File: config.mk
export PLATFORM = sky130hd
export DESIGN_NAME = axis_m_pktgen
export DESIGN_NICKNAME = d
export VERILOG_FILES = /design/src/rtl/axis_m_pktgen.sv
export SDC_FILE = /design/constraint.sdc
export NUM_CORES = 1
export LEC_CHECK = 0
export BUFFER_PORTS_ARGS = -buffer_cell sky130_fd_sc_hd__buf_2
export CELL_PAD_IN_SITES_DETAIL_PLACEMENT = 1
export CELL_PAD_IN_SITES_GLOBAL_PLACEMENT = 2
export CORE_MARGIN = 8
export CORE_UTILIZATION = 34
export CTS_CLUSTER_SIZE = 40
export DETAILED_ROUTE_END_ITERATION = 10
export GPL_TIMING_DRIVEN = 0
export PLACE_DENSITY_LB_ADDON = 0.08
export SYNTH_ARGS = -nofsm -noshare
export SYNTH_HDL_FRONTEND = slang
export SYNTH_SLANG_ARGS = --single-unit
File: constraint.sdc
create_clock -name m_axis_aclk -period 5.2 [get_ports m_axis_aclk]
set_input_delay 0 -clock m_axis_aclk [delete_from_list [all_inputs] [get_ports m_axis_aclk]]
set_output_delay 0 -clock m_axis_aclk [all_outputs]
set_load 0.1 [all_outputs]
File: src/rtl/axis_m_pktgen.sv
// AXI-Stream packet generator: one start command yields pkt_len beats of incrementing data, tlast on the final beat.
// Latency: beat 0 is presented the cycle after start is sampled; one beat per cycle while tready is high.
// Backpressure: tvalid/tdata/tlast hold until handshake; start is ignored (not queued) while busy.
module axis_m_pktgen #(
   parameter int DATA_W = 8,
   parameter int LEN_W  = 8,
   parameter int GAP    = 0
) (
   input  logic              m_axis_aclk,
   input  logic              m_axis_areset,
   input  logic              start,
   input  logic [LEN_W-1:0]  pkt_len,
   input  logic [DATA_W-1:0] first_data,
   output logic              busy,
   output logic              done,
   output logic              m_axis_tvalid,
   input  logic              m_axis_tready,
   output logic [DATA_W-1:0] m_axis_tdata,
   output logic              m_axis_tlast
);

   // Gap counter holds GAP-1 down to 0, so it only needs to represent GAP-1.
   localparam int GAP_W = (GAP > 1) ? $clog2(GAP) : 1;

   typedef enum logic [1:0] {
      S_IDLE = 2'd0,
      S_SEND = 2'd1,
      S_GAP  = 2'd2
   } state_t;

   state_t            r_state;
   logic [LEN_W-1:0]  r_remaining;
   logic [DATA_W-1:0] r_data;
   logic [GAP_W-1:0]  r_gap_cnt;
   logic              r_tvalid;
   logic              r_tlast;
   logic              r_busy;
   logic              r_done;

   state_t            w_state_nxt;
   logic [LEN_W-1:0]  w_remaining_nxt;
   logic [DATA_W-1:0] w_data_nxt;
   logic [GAP_W-1:0]  w_gap_nxt;
   logic              w_tvalid_nxt;
   logic              w_tlast_nxt;
   logic              w_busy_nxt;
   logic              w_done_nxt;
   logic              w_hs;
   logic              w_send;

   // tvalid comes from a register, so tready only influences the next state, never tvalid itself.
   assign w_hs   = r_tvalid & m_axis_tready;
   assign w_send = (r_state == S_SEND);

   // Next-state and next-output computation; every register holds by default, done defaults low.
   always_comb begin
      w_state_nxt     = r_state;
      w_remaining_nxt = r_remaining;
      w_data_nxt      = r_data;
      w_gap_nxt       = r_gap_cnt;
      w_tvalid_nxt    = r_tvalid;
      w_tlast_nxt     = r_tlast;
      w_busy_nxt      = r_busy;
      w_done_nxt      = 1'b0;

      case (r_state)
         S_IDLE: begin
            // A zero-length request is dropped outright: no beats, no done.
            if (start && (pkt_len != '0)) begin
               w_state_nxt     = S_SEND;
               w_remaining_nxt = pkt_len;
               w_data_nxt      = first_data;
               w_tvalid_nxt    = 1'b1;
               w_tlast_nxt     = (pkt_len == LEN_W'(1));
               w_busy_nxt      = 1'b1;
            end
         end

         S_SEND: begin
            if (w_hs) begin
               if (r_remaining == LEN_W'(1)) begin
                  // Final beat accepted: drop valid, pulse done, optionally enter the gap.
                  w_remaining_nxt = '0;
                  w_tvalid_nxt    = 1'b0;
                  w_tlast_nxt     = 1'b0;
                  w_done_nxt      = 1'b1;
                  if (GAP > 0) begin
                     w_state_nxt = S_GAP;
                     w_gap_nxt   = GAP_W'(GAP - 1);
                     w_busy_nxt  = 1'b1;
                  end else begin
                     w_state_nxt = S_IDLE;
                     w_busy_nxt  = 1'b0;
                  end
               end else begin
                  // Data wraps naturally at the DATA_W boundary.
                  w_remaining_nxt = r_remaining - 1'b1;
                  w_data_nxt      = r_data + 1'b1;
                  w_tlast_nxt     = (r_remaining == LEN_W'(2));
               end
            end
         end

         S_GAP: begin
            // start is deliberately not examined here.
            if (r_gap_cnt == '0) begin
               w_state_nxt = S_IDLE;
               w_busy_nxt  = 1'b0;
            end else begin
               w_gap_nxt = r_gap_cnt - 1'b1;
            end
         end

         default: begin
            w_state_nxt  = S_IDLE;
            w_tvalid_nxt = 1'b0;
            w_tlast_nxt  = 1'b0;
            w_busy_nxt   = 1'b0;
         end
      endcase
   end

   // State and registered outputs; reset clears everything immediately, abandoning any packet.
   always_ff @(posedge m_axis_aclk or posedge m_axis_areset) begin
      if (m_axis_areset) begin
         r_state     <= S_IDLE;
         r_remaining <= '0;
         r_data      <= '0;
         r_gap_cnt   <= '0;
         r_tvalid    <= 1'b0;
         r_tlast     <= 1'b0;
         r_busy      <= 1'b0;
         r_done      <= 1'b0;
      end else begin
         r_state     <= w_state_nxt;
         r_remaining <= w_remaining_nxt;
         r_data      <= w_data_nxt;
         r_gap_cnt   <= w_gap_nxt;
         r_tvalid    <= w_tvalid_nxt;
         r_tlast     <= w_tlast_nxt;
         r_busy      <= w_busy_nxt;
         r_done      <= w_done_nxt;
      end
   end

   // Payload is zeroed outside SEND so idle cycles never show stale data.
   assign m_axis_tvalid = r_tvalid;
   assign m_axis_tdata  = w_send ? r_data  : '0;
   assign m_axis_tlast  = w_send ? r_tlast : 1'b0;
   assign busy          = r_busy;
   assign done          = r_done;

endmodule
==> results of run 1 <==
-- where the power goes --
part           total, mW  internal, mW  switching [mW]
Clock              0.112        0.0548          0.0574
Sequential         0.272         0.203          0.0692
Combinational      0.522         0.163           0.359
Total              0.907         0.421           0.486
-- worst max-delay path, stage by stage (launching register included) --
cell     delay [ns]
dfrtp_1        0.38
buf_6          0.13
nor4_1         0.91
a21oi_2        0.34
o32ai_1        0.35
a21oi_1        0.07
-- worst min path at each step --
stage	to	slack, ns	cells past startpoint
after CTS	r_data[2]$_DFFE_PP0P_	0.01	3
final	r_data[2]$_DFFE_PP0P_	0.003	3
after global placement	r_data[6]$_DFFE_PP0P_	0.19	2
after detailed placement	r_data[6]$_DFFE_PP0P_	0.19	2
after floorplan	done$_DFF_PP0_	-0.05	1
after global routing	r_data[2]$_DFFE_PP0P_	0.02	3
-- cells in the mapped netlist, types with 4 or more instances --
library cell	n	area, um2
xnor2_1	4	35.0
and2_1	9	56.3
o22ai_1	5	31.3
o32ai_1	5	43.8
nand2_1	8	30.0
inv_1	8	30.0
dfrtp_1	19	475
nor2_1	10	37.5
nor3_1	6	30.0
o21ai_0	7	35.0
ha_1	4	50.1
a21oi_1	8	40.0
a22o_1	4	35.0
nand3_1	6	30.0
-- layout make-up --
class / count / area [um2]
well taps: 50 / 62.6
multi-input cells: 122 / 837
repair buffers: 34 / 185
flip-flops and latches: 19 / 475
plain buffers: 11 / 71.3
clock buffers: 4 / 45.0
inverters: 8 / 30.0
fillers: 499 / 2290
-- per-layer routing --
| metal | track usage, % | up-vias | routed length (um) |
|---|---|---|---|
| met1 | 20.4 | 721 | 2330 |
| met2 | 23.7 | 24 | 2160 |
| li1 | - | 680 | - |
| met5 | 0 | - | 0 |
| met4 | 5.64 | 0 | 69 |
| met3 | 3.24 | 7 | 164 |
-- logic make-up (layout without fill, tap and decap cells) --
logic type / after synthesis / after routing / share of synthesized area (%)
xor+xnor: 4 / 4 / 2.48
mux: 2 / 2 / 1.42
flops: 19 / 19 / 33.6
simple gates: 58 / 58 / 23.6
buf+inv: 19 / 57 / 7.17
compound gates: 54 / 54 / 28.1
fa+ha+maj: 4 / 4 / 3.54
-- registers in the layout, summed over array words and instances (netlist names) --
name and count:
r_data 8, r_remaining 8, done 1, m_axis_tvalid 1
r_tlast 1
-- per-stage QoR --
step	hold WS (ns)	area (um2)	worst slack [ns]
finish	0.00331	1710	2.88
global route	0.0242	1710	2.66
CTS	0.0136	1710	2.87
detailed placement	0.190	1630	2.91
global placement	0.186	1630	2.95
floorplan	-0.0489	1410	2.45
-- timing repair --
action,in CTS,in global routing
hold buffers,3,0
endpoints found under the hold margin,21,0
endpoints found under the setup margin,0,0
==> impl_metrics.yaml, run 1 <==
run_status:
  status: "finished, final reports clean"
global_routing:
  grt_antenna_before_repair: 0
  grt_first_pass_wirelength_um: 7800
  grt_pass1_vias: 1562
  grt_max_degree: 20
  grt-ovfl-total: 0
  grt_use_total_pct: 15.4
sta:
  max_freq_ghz: 0.431
  grt_setup_unrepaired: "false"
  timing.setup.tns_ns: 0
  period_share_pct: 44.6
  hold_viol_final: 0
  period_minus_slack_ns: 2.32
  slew_viol_final: 0
  tightest_slew_ns: 1.13
  skew_ns: 0.00154
  setup_viol: 0
  timing.slew.headroom_pct: 23.9
detailed_routing:
  routedWlPerCell_um: 19.0
  vias_per_cell: 5.77
  drt_first_iter_violations: 85
  ant_nets: 0
  dr_total_vias: 1432
  routed_wirelength_um: 4720
  drt_pass1_iterations: 4
  drc: 0
place:
  placed_cells: 241
  dp_hpwl_um: 3530
  gp_congestion: 0.825
  io_buffers: 31
synth:
  ys_seq_area_share_pct: 33.6
  async_flop_share_pct: 100
  synth-edff-count: 0
  synth_warnings: 0
  ys_types: 48
  netlist_area_um2: 1410
  synth-seq-cells: 19
  synthFlopType: "dfrtp_1"
  postSynthCellCount: 160
  syn_avg_cell_area_um2: 8.84
  synth_nets: 184
power:
  vdd_drop_max_v: 0.000296
  p_leak_nw: 0.734
  total_power_mw: 0.907
  powerDensity_nw_per_um2: 531
clock_tree:
  clk_transition_reported_paths_ns: 0.08
  insertion_delay_ns: 0.27
  cts_buffers: 3
  root_buffer: "clkbuf_8"
  clock_path_buffers: 2
  numClockSinks: 19
  post-cts-setup-buffer-count: 0
  htreeDepth: 1
  cts_resized: 0
  cts_tree: "yes"
worst_setup_path:
  cp-endpoint: "r_data[4]$_DFFE_PP0P_"
  required_ns: 5.33
  critical_path_peak_fanout: 9
  startpoint: "r_remaining[4]$_DFFE_PP0P_"
  rr_startpoint: "r_remaining[4]$_DFFE_PP0P_"
  cp-end-kind: "flip-flop"
  cp-start-kind: "flip-flop"
  reg2reg_slack_ns: 2.88
  worstReg2RegEnd: "r_data[4]$_DFFE_PP0P_"
  r2r_cells: 5
  crit_arrival_ns: 2.45
  criticalPathCategory: "flip-flop to flip-flop"
die:
  start_util_pct: 35.3
  die_w_um: 80.5
  core_area_um2: 4000
  die_area_um2: 6480
  ios: 32
  rows: 23
  die_height_um: 80.5
finish:
  layout_common_cells: "34 x buf_2, 19 x dfrtp_1, 10 x nor2_1"
  syn_to_final_growth_pct: 20.7
  antenna_cells: 0
  final_common_cell: "buf_2"
  layout-drive-gt1-share_pct: 26.3
  final_cells: 248
  postLayoutCoreUtil_pct: 42.7
  nets: 223
hold_path:
  holdCritPathClass: "input port to flip-flop"
  hp-start: "first_data[2]"
job:
  maxCapViolCount: 0
Note: power is estimated with default switching activity, not from simulation.
==> run 2, diff against run 1 <==
Settings changed: CORE_UTILIZATION 34 to 32.
Clock period 5.2 ns to 2.3 ns, I/O delays scaled along.
==> run 2 against run 1 <==
Effect of this change:
- global-route usage decreased by 0.27 points
- design area increased by 1.2%
- count of clock-buffer cells in the layout unchanged
- die area increased by 5.0%
- utilization decreased by 2.5 points
- cell count increased by 0.81%
- flip-flop and latch count unchanged
- setup slack got worse by 2.7 ns
- non-clock buffer count unchanged
- clock power increased by 120%
- hold slack improved by 0.018 ns
- critical path type is now flip-flop to output pin
- critical endpoint is now m_axis_tdata[6]
==> impl_metrics.yaml, run 2 (synthesis results as in run 1) <==
run_status:
  status: "finished, final reports clean"
sta:
  skew_ns: 0.00205
  period_share_pct: 93.2
  period_minus_slack_ns: 2.14
  timing.setup.tns_ns: 0
  hold_viol_final: 0
  setup_viol: 0
  tightest_slew_ns: 0.792
  grt_setup_unrepaired: "false"
  slew_viol_final: 0
  max_freq_ghz: 0.466
  timing.slew.headroom_pct: 47.1
power:
  switchingPower_mw: 1.11
  switching_share_pct: 53.5
  powerDensity_nw_per_um2: 1200
  p_seq_share_pct: 29.9
  power_frac_comb_pct: 58.1
  clkPwrFrac_pct: 12.0
  p_int_mw: 0.964
  p_leak_nw: 0.740
  vdd_drop_max_v: 0.000470
die:
  die_w_um: 82.5
  core_area_um2: 4290
  start_util_pct: 32.9
  die_area_um2: 6800
  ios: 32
  rows: 24
  die_height_um: 82.5
place:
  io_buffers: 31
  dp_hpwl_um: 3580
  dpl_cell_area_um2: 1640
  gp_congestion: 0.798
clock_tree:
  cts_tree: "yes"
  htreeDepth: 1
  cts_buffers: 3
  clk_transition_reported_paths_ns: 0.08
  root_buffer: "clkbuf_8"
  insertion_delay_ns: 0.26
  clock_path_buffers: 2
  post-cts-setup-buffer-count: 0
  numClockSinks: 19
detailed_routing:
  top_layer: "met4"
  ant_nets: 0
  wl_met2_um: 2270
  routedLengthMet1_um: 2320
  drt_pass1_iterations: 4
  dr_total_vias: 1411
  drc: 0
  dr_wl_met3_um: 212
  drt_first_iter_violations: 101
  routed_wirelength_um: 4820
  vias_per_cell: 5.64
  routedWlPerCell_um: 19.3
job:
  maxCapViolCount: 0
hold_path:
  holdCritPathClass: "input port to flip-flop"
finish:
  layout_common_cells: "34 x buf_2, 19 x dfrtp_1, 9 x nor2_1"
  layout-drive-gt1-share_pct: 30.8
  final_common_cell: "buf_2"
  top_regs: "r_data x8, r_remaining x8"
  antenna_cells: 0
  syn_to_final_growth_pct: 22.1
  postLayoutCellArea_um2: 1730
  nets: 223
global_routing:
  grt-ovfl-total: 0
  grt_pass1_vias: 1574
  grt_use_total_pct: 15.1
  grt_first_pass_wirelength_um: 8000
  grt_max_degree: 20
  grt_antenna_before_repair: 0
worst_setup_path:
  criticalPathCategory: "flip-flop to output pin"
  cp-end-kind: "output pin"
  cp-start-kind: "flip-flop"
  crit_arrival_ns: 2.14
  required_ns: 2.30
  critical_path_peak_fanout: 10
## run 2: final cells by class
| class | instances | area [um2] |
|---|---|---|
| fill | 532 | 2570 |
| multi-input combinational | 122 | 853 |
| sequential | 19 | 475 |
| timing repair buffer | 34 | 185 |
| buffer | 11 | 72.6 |
| tap | 52 | 65.1 |
| clock buffer | 4 | 45.0 |
| inverter | 8 | 30.0 |
## run 2: layer usage
metal,vias up,track usage [%]
met5,-,0
met4,0,3.16
met3,2,2.38
met2,26,24.0
met1,702,21.0
li1,681,-
## run 2: path summary, 6_finish.rpt
kind,start,to,slack [ns],depth (start not counted)
setup / recovery,m_axis_tvalid$_DFFE_PP0P_,m_axis_tdata[6],0.16,5
hold / removal,first_data[1],r_data[1]$_DFFE_PP0P_,0.02,3
setup reg to reg,r_remaining[1]$_DFFE_PP0P_,r_remaining[2]$_DFFE_PP0P_,0.19,6
hold reg to reg,r_data[6]$_DFFE_PP0P_,r_data[6]$_DFFE_PP0P_,0.57,1
max in group asynchronous,m_axis_areset,r_data[5]$_DFFE_PP0P_,1.38,3
min in group asynchronous,m_axis_areset,m_axis_tvalid$_DFFE_PP0P_,0.43,3
## run 2: repair_timing
item                                    4_1_cts  5_1_grt
gates resized for setup                       1        1
hold buffers                                  3        0
hold endpoints to repair                     21        0
endpoints found under the setup margin        5        7
## run 2: critical path, stage by stage (launching register included)
cell and delay [ns]:
dfrtp_1 0.38, buf_4 0.20, clkbuf_1 0.40, clkbuf_2 0.31, and2_2 0.17, buf_2 0.42
## run 2: through the flow
step                      util [%]  hold WS, ns  instances  setup WS (ns)  power (mW)
after floorplan                  -      -0.0489        160        0.00309        1.56
after global placement        38.3        0.186        243         0.0882        1.78
after detailed placement      38.3        0.199        243         0.0829        1.82
after CTS                     40.1       0.0183        250         0.0468        2.08
after global routing          40.2       0.0331        250         0.0122        2.21
final                         40.2       0.0208        250          0.156        2.07
## run 2: power groups by stage
stage | sequential (mW) | clock [mW] | combinational (mW)
2_1_floorplan | 0.580 | 0 | 0.979
3_3_place_gp | 0.610 | 0 | 1.17
3_5_place_dp | 0.619 | 0 | 1.20
4_1_cts | 0.613 | 0.257 | 1.21
5_1_grt | 0.640 | 0.276 | 1.29
6_report | 0.620 | 0.248 | 1.20
